### src/rtl/cpu_types_pkg.sv
// -----------------------------------------------------------------------------
// cpu_types_pkg
//   Shared datapath types.
//   word_t      : 32-bit machine word
//   ramstate_t  : handshake state reported by the single-ported RAM
//   arb_state_t : grant state of mem_arbiter
// -----------------------------------------------------------------------------
package cpu_types_pkg;

    localparam int WORD_W = 32;

    typedef logic [WORD_W-1:0] word_t;

    typedef enum logic [1:0] {
        FREE   = 2'd0,
        BUSY   = 2'd1,
        ACCESS = 2'd2,
        ERROR  = 2'd3
    } ramstate_t;

    typedef enum logic [1:0] {
        IDLE    = 2'd0,
        IFETCH  = 2'd1,
        DACCESS = 2'd2
    } arb_state_t;

endpackage

### src/rtl/mem_arbiter_if.sv
// -----------------------------------------------------------------------------
// mem_arbiter_if
//   Bundles the instruction-fetch request lines, data-memory request lines and
//   the RAM port that mem_arbiter sits between.
//   modport slave  : the arbiter (consumes requests and RAM status, drives hits
//                    and the RAM command)
//   modport master : the environment (pipeline requesters plus RAM model)
// -----------------------------------------------------------------------------
interface mem_arbiter_if;
    import cpu_types_pkg::*;

    // instruction fetch side
    logic      iREN;
    word_t     iaddr;
    logic      ihit;
    word_t     iload;

    // data side
    logic      dREN;
    logic      dWEN;
    word_t     daddr;
    word_t     dstore;
    logic      dhit;
    word_t     dload;

    // RAM port
    logic      ramREN;
    logic      ramWEN;
    word_t     ramaddr;
    word_t     ramstore;
    word_t     ramload;
    ramstate_t ramstate;

    modport slave (
        input  iREN, iaddr, dREN, dWEN, daddr, dstore, ramload, ramstate,
        output ihit, iload, dhit, dload, ramREN, ramWEN, ramaddr, ramstore
    );

    modport master (
        output iREN, iaddr, dREN, dWEN, daddr, dstore, ramload, ramstate,
        input  ihit, iload, dhit, dload, ramREN, ramWEN, ramaddr, ramstore
    );

endinterface

### src/rtl/arb_starve_ctr.sv
// -----------------------------------------------------------------------------
// arb_starve_ctr
//   Saturating counter of consecutive data grants taken while an instruction
//   fetch was waiting.  Saturates at MAX; clear has priority over increment.
//   Ports:
//     clk, rst_n : clock, asynchronous active-low reset
//     inc        : count one more data grant (ignored once saturated)
//     clr        : return to zero
//     sat        : counter has reached MAX
//   W must satisfy 2**W > MAX.
// -----------------------------------------------------------------------------
module arb_starve_ctr #(
    parameter int MAX = 4,
    parameter int W   = 3
) (
    input  logic clk,
    input  logic rst_n,
    input  logic inc,
    input  logic clr,
    output logic sat
);

    localparam logic [W-1:0] MAX_V = W'(MAX);
    localparam logic [W-1:0] ONE_V = {{(W-1){1'b0}}, 1'b1};

    logic [W-1:0] cnt;

    assign sat = (cnt == MAX_V);

    always_ff @(posedge clk or negedge rst_n) begin
        if (!rst_n) begin
            cnt <= '0;
        end else if (clr) begin
            cnt <= '0;
        end else if (inc && !sat) begin
            cnt <= cnt + ONE_V;
        end
    end

endmodule

### src/rtl/mem_arbiter.sv
// -----------------------------------------------------------------------------
// mem_arbiter
//   Serialises instruction-fetch and data-memory requests onto one RAM port.
//   Data requests win, except that after STARVE_MAX consecutive data grants
//   with a fetch pending, the fetch is granted next.  The granted request is
//   latched and held on the RAM port until the RAM reports ACCESS (hit this
//   cycle) or ERROR (no hit, sticky err, requester re-arbitrated).
//   Ports:
//     CLK, nRST : clock, asynchronous active-low reset
//     bus       : mem_arbiter_if.slave (request lines, hits, RAM port)
//     err       : sticky RAM error flag, cleared only by reset
//     icount,
//     dcount    : completed fetch / data access counters (wrap at 2**32),
//                 present only when MEM_ARBITER_STATS_EN is defined
//   Parameters:
//     STARVE_MAX : data grants allowed while a fetch waits
//     CNT_W      : starvation counter width, 2**CNT_W > STARVE_MAX
// -----------------------------------------------------------------------------
module mem_arbiter
    import cpu_types_pkg::*;
#(
    parameter int STARVE_MAX = 4,
    parameter int CNT_W      = 3
) (
    input  logic         CLK,
    input  logic         nRST,
    mem_arbiter_if.slave bus,
    output logic         err
`ifdef MEM_ARBITER_STATS_EN
    ,
    output word_t        icount,
    output word_t        dcount
`endif
);

    arb_state_t state, next_state;

    // request captured on the grant edge; the requester may change its
    // address/data lines afterwards without disturbing the access
    word_t lat_addr;
    word_t lat_data;
    logic  lat_w;

    logic  grant_i, grant_d;
    logic  ram_err;
    logic  starve_sat;
    logic  ihit_c, dhit_c;
    logic  d_req;

    assign d_req = bus.dREN | bus.dWEN;

    // -------------------------------------------------------------------------
    // next state, grant decision and output mux
    // -------------------------------------------------------------------------
    always_comb begin
        next_state   = state;
        grant_i      = 1'b0;
        grant_d      = 1'b0;
        ram_err      = 1'b0;
        ihit_c       = 1'b0;
        dhit_c       = 1'b0;
        bus.iload    = '0;
        bus.dload    = '0;
        bus.ramREN   = 1'b0;
        bus.ramWEN   = 1'b0;
        bus.ramaddr  = '0;
        bus.ramstore = '0;

        case (state)
            IDLE: begin
                if (d_req && !(bus.iREN && starve_sat)) begin
                    next_state = DACCESS;
                    grant_d    = 1'b1;
                end else if (bus.iREN) begin
                    next_state = IFETCH;
                    grant_i    = 1'b1;
                end
            end

            IFETCH: begin
                bus.ramREN  = 1'b1;
                bus.ramaddr = lat_addr;
                if (bus.ramstate == ACCESS) begin
                    ihit_c     = 1'b1;
                    bus.iload  = bus.ramload;
                    next_state = IDLE;
                end else if (bus.ramstate == ERROR) begin
                    ram_err    = 1'b1;
                    next_state = IDLE;
                end
            end

            DACCESS: begin
                bus.ramREN   = ~lat_w;
                bus.ramWEN   = lat_w;
                bus.ramaddr  = lat_addr;
                bus.ramstore = lat_data;
                if (bus.ramstate == ACCESS) begin
                    dhit_c     = 1'b1;
                    // stores complete with a zero load word
                    bus.dload  = lat_w ? '0 : bus.ramload;
                    next_state = IDLE;
                end else if (bus.ramstate == ERROR) begin
                    ram_err    = 1'b1;
                    next_state = IDLE;
                end
            end

            default: next_state = IDLE;
        endcase
    end

    assign bus.ihit = ihit_c;
    assign bus.dhit = dhit_c;

    // -------------------------------------------------------------------------
    // state register, request latches, sticky error
    // -------------------------------------------------------------------------
    always_ff @(posedge CLK or negedge nRST) begin
        if (!nRST) begin
            state    <= IDLE;
            lat_addr <= '0;
            lat_data <= '0;
            lat_w    <= 1'b0;
            err      <= 1'b0;
        end else begin
            state <= next_state;
            if (grant_d) begin
                lat_addr <= bus.daddr;
                lat_data <= bus.dstore;
                // a request with both enables set is treated as a store
                lat_w    <= bus.dWEN;
            end else if (grant_i) begin
                lat_addr <= bus.iaddr;
                lat_w    <= 1'b0;
            end
            if (ram_err) begin
                err <= 1'b1;
            end
        end
    end

    // -------------------------------------------------------------------------
    // anti-starvation: count data grants that jumped a waiting fetch
    // -------------------------------------------------------------------------
    arb_starve_ctr #(
        .MAX (STARVE_MAX),
        .W   (CNT_W)
    ) u_starve (
        .clk   (CLK),
        .rst_n (nRST),
        .inc   (grant_d & bus.iREN),
        .clr   (grant_i | (grant_d & ~bus.iREN)),
        .sat   (starve_sat)
    );

`ifdef MEM_ARBITER_STATS_EN
    always_ff @(posedge CLK or negedge nRST) begin
        if (!nRST) begin
            icount <= '0;
            dcount <= '0;
        end else begin
            if (ihit_c) icount <= icount + 32'd1;
            if (dhit_c) dcount <= dcount + 32'd1;
        end
    end
`endif

endmodule

### src/flat_wrapper.sv
// flat-port wrapper written by rule: the top's interface ports become plain ports
module mem_arbiter_flat import cpu_types_pkg::*;
#(
    parameter int STARVE_MAX = 4,
    parameter int CNT_W      = 3
)
  (CLK, nRST, err, bus_iREN, bus_iaddr, bus_dREN, bus_dWEN, bus_daddr, bus_dstore, bus_ramload, bus_ramstate, bus_ihit, bus_iload, bus_dhit, bus_dload, bus_ramREN, bus_ramWEN, bus_ramaddr, bus_ramstore);
  mem_arbiter_if bus_i ();
  input  logic CLK;
  input  logic nRST;
  output logic err;
  input wire logic [$bits(bus_i.iREN)-1:0] bus_iREN;
  input wire logic [$bits(bus_i.iaddr)-1:0] bus_iaddr;
  input wire logic [$bits(bus_i.dREN)-1:0] bus_dREN;
  input wire logic [$bits(bus_i.dWEN)-1:0] bus_dWEN;
  input wire logic [$bits(bus_i.daddr)-1:0] bus_daddr;
  input wire logic [$bits(bus_i.dstore)-1:0] bus_dstore;
  input wire logic [$bits(bus_i.ramload)-1:0] bus_ramload;
  input wire logic [$bits(bus_i.ramstate)-1:0] bus_ramstate;
  output wire logic [$bits(bus_i.ihit)-1:0] bus_ihit;
  output wire logic [$bits(bus_i.iload)-1:0] bus_iload;
  output wire logic [$bits(bus_i.dhit)-1:0] bus_dhit;
  output wire logic [$bits(bus_i.dload)-1:0] bus_dload;
  output wire logic [$bits(bus_i.ramREN)-1:0] bus_ramREN;
  output wire logic [$bits(bus_i.ramWEN)-1:0] bus_ramWEN;
  output wire logic [$bits(bus_i.ramaddr)-1:0] bus_ramaddr;
  output wire logic [$bits(bus_i.ramstore)-1:0] bus_ramstore;
  assign bus_i.iREN = bus_iREN;
  assign bus_i.iaddr = bus_iaddr;
  assign bus_i.dREN = bus_dREN;
  assign bus_i.dWEN = bus_dWEN;
  assign bus_i.daddr = bus_daddr;
  assign bus_i.dstore = bus_dstore;
  assign bus_i.ramload = bus_ramload;
  assign bus_i.ramstate = bus_ramstate;
  assign bus_ihit = bus_i.ihit;
  assign bus_iload = bus_i.iload;
  assign bus_dhit = bus_i.dhit;
  assign bus_dload = bus_i.dload;
  assign bus_ramREN = bus_i.ramREN;
  assign bus_ramWEN = bus_i.ramWEN;
  assign bus_ramaddr = bus_i.ramaddr;
  assign bus_ramstore = bus_i.ramstore;
  mem_arbiter #(.STARVE_MAX(STARVE_MAX), .CNT_W(CNT_W)) u_core (.CLK(CLK), .nRST(nRST), .bus(bus_i), .err(err));
endmodule
### config.mk
export PLATFORM = sky130hd
export DESIGN_NAME = mem_arbiter_flat
export DESIGN_NICKNAME = d
export VERILOG_FILES = /design/src/rtl/cpu_types_pkg.sv /design/src/rtl/mem_arbiter_if.sv /design/src/rtl/arb_starve_ctr.sv /design/src/rtl/mem_arbiter.sv /design/src/flat_wrapper.sv
export SDC_FILE = /design/constraint.sdc
export NUM_CORES = 1
export LEC_CHECK = 0
export BUFFER_PORTS_ARGS = -buffer_cell sky130_fd_sc_hd__clkbuf_2
export CAP_MARGIN = 30
export CORE_MARGIN = 2
export CORE_UTILIZATION = 43
export DETAILED_ROUTE_END_ITERATION = 12
export PLACE_DENSITY = 0.84
export SLEW_MARGIN = 20
export SYNTH_ARGS = -nofsm -noshare
export SYNTH_HDL_FRONTEND = slang
export SYNTH_HIERARCHICAL = 1
export SYNTH_SLANG_ARGS = --single-unit
### constraint.sdc
create_clock -name CLK -period 2.6 [get_ports CLK]
set_input_delay 0.26 -clock CLK [delete_from_list [all_inputs] [get_ports CLK]]
set_output_delay 0.26 -clock CLK [all_outputs]
set_load 0.02 [all_outputs]
* Word level (Yosys, flattened, before mapping)
Index checks and enable logic that the tools add are counted.
Word-level totals: register bits after elaboration 71, bits of input ports 135, word-level logic and storage cells 61
Cells by class: $add $sub $neg 1, equal/unequal tests 7, mux-type cells 31, bitwise gates (word level) 6, reduce and logical (&&, ||, !) cells 10
Operator list (count):
- $mux 32 | 9
- $mux 1 | 14
- $mux 2 | 4
- $eq 2x2->1 const B | 3
- $mux 3 | 2
- $pmux 2 s2 | 1
- $reduce_bool 2->1 | 2
- $add 3x1->3 const B | 1
- $eq 3x3->1 const B | 1
- $logic_and 1x1->1 | 3
- $ne 3x1->1 const B | 1
- $ne 3x2->1 const B | 1
- $and 1x1->1 | 2
- $eq 2x1->1 const B | 1
- $logic_not 1->1 | 2
- $logic_not 2->1 | 1
- $not 1->1 | 2
- $or 1x1->1 | 2
- $pmux 1 s2 | 1
- $reduce_and 2->1 | 1
- $reduce_or 2->1 | 1

* Longest topological paths before layout
depth after elaboration 10, mapped depth 9, gate-level depth less buffers 8

* Modules after synthesis
The synthesis kept the hierarchy.
By module, submodules not included:
- mem_arbiter | instances 1, cells each 420, area each 4022.6 um2
- arb_starve_ctr | instances 1, cells each 18, area each 192.7 um2

* Worst setup path before layout
Ideal clock, no wire load.
path kind register to register, start reg u_core.u_starve.cnt[0], end reg u_core.u_starve.cnt[0], setup time 125 ps, arrival time 2027 ps, setup slack 447 ps, stages on the path, launching flop included 9, period minus slack after synthesis 2153 ps, path through dfrtp_1 > inv_1 > ha_1 > and2_1 > a2bb2oi_4 > clkbuf_1 > and3_1 > a21boi_2 > mux2_4
On the way: word-level cells in the longest chain between the ends 9
Ends and longest elaborated chain:
- from (decl) | RTL line arb_starve_ctr.sv:26 | logic [W-1:0] cnt;
- from (signal assigned) | RTL line arb_starve_ctr.sv:36 | cnt <= cnt + ONE_V;
- $eq 3x3->1 * | RTL line arb_starve_ctr.sv:28 | assign sat = (cnt == MAX_V);
- named net u_core.starve_sat | RTL line mem_arbiter.sv:46 | logic starve_sat;
- $logic_and 1x1->1 | RTL line mem_arbiter.sv:71 | if (d_req && !(bus.iREN && starve_sat)) begin
- $logic_not 1->1 | RTL line mem_arbiter.sv:71
- $logic_and 1x1->1 | RTL line mem_arbiter.sv:71
- $mux 1 | RTL line mem_arbiter.sv:71
- $mux 1 | RTL line mem_arbiter.sv:69 | case (state)
- $and 1x1->1, on equally long branches | RTL line mem_arbiter.sv:153, mem_arbiter.sv:152
- $or 1x1->1 or $logic_and 1x1->1 (tied branches) | RTL line mem_arbiter.sv:153, arb_starve_ctr.sv:35
- $mux 3 or $reduce_bool 2->1 (tied branches)
Mark *: on every way through the listed nets, which the timed path passes. The rest lies on a longest branch. The select of a mux whose other input is x is not followed. A chain may end at the register's enable or synchronous reset.

* Final worst setup path
start reg u_core.state[1], end out bus_iload[30]
On the way: word-level cells in the longest chain between the ends 2
Ends and longest elaborated chain:
- from (decl) | RTL line mem_arbiter.sv:36 | arb_state_t state, next_state;
- from (signal assigned) | RTL line mem_arbiter.sv:127 | state <= next_state;
- $eq 2x1->1 | RTL line mem_arbiter.sv:69
- $mux 32 | RTL line mem_arbiter.sv:69
- to (decl) | RTL line flat_wrapper.sv:21 | output wire logic [$bits(bus_i.iload)-1:0] bus_iload;
No other way between the ends.

==> summary.md <==
| Metric | Value |
|---|---|
| Status | finished, final reports clean |
| Most used DFF post-synth | dfrtp_1 |
| Peak supply drop | 0.000624 V |
| # setup viols final | 0 |
| DRT iter0 DRCs | 167 |
| Gr ovfl total | 0 |
| CTS tree | yes |
| CP top delay family | simple AND/OR/NAND/NOR gates |
| Initial antenna violation count | 0 |
| Required time of the critical path | 2.34 ns |
| CP startpoint kind | register |
| CP Buf/Inv Count | 2 |
| Synth top area share | 42.1% |
| Count leader, synth | and2_1 |
| Layout area overhead | 40.8% |
| Synth warn | 6 |
| RR Startpoint | u_core/state[0] |
| Root Driver | clkbuf_8 |
| Max-cap violations | 0 |
| HP Class | input pin to register |
| Global Route Usage Sum | 24.1% |
| Clock sinks | 71 |
| Top cells by count, synth | and2_1, dfrtp_1, a21oi_1, nor2_1, o21ai_0 |
| Die X-Extent | 103 microns |
| Yosys top cell by area | dfrtp_1 |
| Netlist Area Pre-Place | 0.00422 sq mm |
| Reg2reg path depth | 7 |
| Worst slew pin tran | 0.767 ns |
| I/O Buffers | 267 |
| FMAX | 423 MHz |
| Synthesized area per cell | 9.62 sq um |
| Routed WL per cell | 16.3 microns |
| Hold Slack | 0.137 ns |
| CTS Hold Bufs | 1 |
| Critical path class | register to output pin |
| Residual DRC | 0 |
| Worst Skew | 0.00873 ns |
| Sequential fraction of the synthesis area | 42.1% |
| Cells after Synth | 438 |
| Skew-Pair Late Insertion Delay | 0.35 ns |
| Clk slew on worst S/H paths | 0.08 ns |
| Num rows | 36 |
| RR Endpoint | u_core/lat_addr[7] |
| Top cells by area, synth | dfrtp_1, and2_1, mux2_4 |
| Slew headroom | 48.8% |
| Via count | 4215 |
| Hold Path Depth | 2 |
| R2R Setup Slk | 0.46 ns |
| Dpl hpwl | 10300 microns |
| Syn_nets | 579 |
| WP data arrival | 2.10 ns |
| H-tree levels | 3 |
| CP Cell Sequence | inv_1, ha_1, and3b_1, and2_1, clkbuf_2 |
| First-pass DRT Iterations | 5 |
| Minimum clock period | 2.36 ns |
| Largest net degree at the start of global routing | 62 |
| Io pins | 268 |
| HP Start | bus_dstore[6] |
| Leakage | 3.15 nW |
| Setup Fix Bufs, Post-CTS | 0 |
| Worst setup margin | 0.236 ns |
| Synth async-reset ratio | 100% |
| Crit path max-delay cell type | and3b_1 |
| Final Hold Viols | 0 |
| Finished Cell Area | 0.00594 sq mm |
| Die height | 103 microns |
| Pre-CTS WS | 0.513 ns |
| Setup repair after global routing missed its margin | no |
| Fillers | 862 |
| Drt via density | 5.08 |
| Clock Path Buffers | 2 |
| Die area | 0.0106 sq mm |
| Setup_tns | 0 ns |
| Share of layout cells above drive strength 1 | 47.6% |
| Largest fanout on the critical path | 33 |
| Setup crit end kind | output pin |
| Max Transition Viols Final | 0 |
| Post-synth EDFFs | 0 |
| Synth unique cells | 33 |
| Slowest stage delay, CP | 0.67 ns |
| Ant. Diodes | 0 |
| Core area | 0.00964 sq mm |
| Period Utilization, post-route | 90.9% |
| First-pass GRT wire length | 19700 microns |
| FF+latch count, synth | 71 |
| Routability-driven placement congestion ratio | 0.814 |
| Number of global-route vias before repair | 3983 |
| Hold path endpoint | u_core/lat_data[6] |
| Resized cells post-CTS | 0 |
| Starting Density | 43.7% |
| Num CTS Buffers | 9 |
| Total Wirelength | 13500 microns |
| Power per cell area | 1300 mW/mm^2 |
| Nets | 833 |
| Post-Place Cell Area | 0.00568 sq mm |
| Antenna-violating nets left | 0 |
routing by layer:
metal  GRT usage [%]  routed length [microns]  vias to the layer above
met2            43.8                     7350                      187
met3            4.20                      775                       31
met5               0                        0                        -
li1                -                        -                     1991
met4            10.9                      422                        0
met1            27.6                     4990                     2006
layout make-up:
cell class | count | area, sq um | area share, %
Sequential cell | 71 | 1780 | 29.9
Multi-Input combinational cell | 327 | 2270 | 38.3
Clock inverter | 2 | 60.1 | 1.01
Clock buffer | 14 | 183 | 3.08
Tap cell | 133 | 166 | 2.80
Timing Repair Buffer | 278 | 1460 | 24.6
Inverter | 5 | 18.8 | 0.316
flip-flops by register name, indices dropped and copies added (netlist names):
signal and count:
u_core/lat_addr 32, u_core/lat_w 1, u_core/err 1, u_core/u_starve/cnt 3
u_core/lat_data 32, u_core/state 2
worst max path at each step:
stage	slack, ns	cells past startpoint	to	from
after floorplan	0.45	8	u_core/u_starve/cnt[0]	u_core/u_starve/cnt[0]
after global placement	0.61	7	u_core/lat_data[24]	u_core/u_starve/cnt[0]
after detailed placement	0.51	7	u_core/lat_addr[7]	u_core/state[0]
after CTS	0.21	5	bus_iload[30]	u_core/state[1]
after global routing	0.07	5	bus_iload[30]	u_core/state[1]
final	0.24	5	bus_iload[30]	u_core/state[1]
layout by cell type, fill, tap and decap left out, types with 2 or more instances in the layout:
cell / n
clkbuf_2: 266
and2_1: 129
dfrtp_1: 71
a21oi_1: 36
o21ai_0: 33
nor2_1: 33
a31oi_1: 32
mux2_4: 31
clkbuf_8: 13
buf_4: 7
ha_1: 6
inv_1: 5
nand2b_1: 3
buf_12: 3
bufinv_16: 2
nand2_1: 2
nor2b_1: 2
and3b_1: 2
a32o_1: 2
mux2_2: 2
cells by family after synthesis:
kind of cell,synth area share [%]
simple gates,24.6
compound gates,15.4
flops,42.1
buf+inv,4.27
mux,11.8
fa+ha+maj,1.78
where the power goes:
part           total [W]  switching (W)  internal [W]
clock            0.00106       0.000411      0.000646
combinational    0.00467        0.00275       0.00192
sequential       0.00197       0.000306       0.00167
through the flow:
stage	std cells	util [%]	total power (W)
6_report	830	61.6	0.00770
5_1_grt	830	61.6	0.00818
4_1_cts	830	61.6	0.00773
3_5_place_dp	813	59.0	0.00664
3_3_place_gp	813	59.0	0.00648
2_1_floorplan	438	-	0.00523
Power figures use the tool's default switching activity.
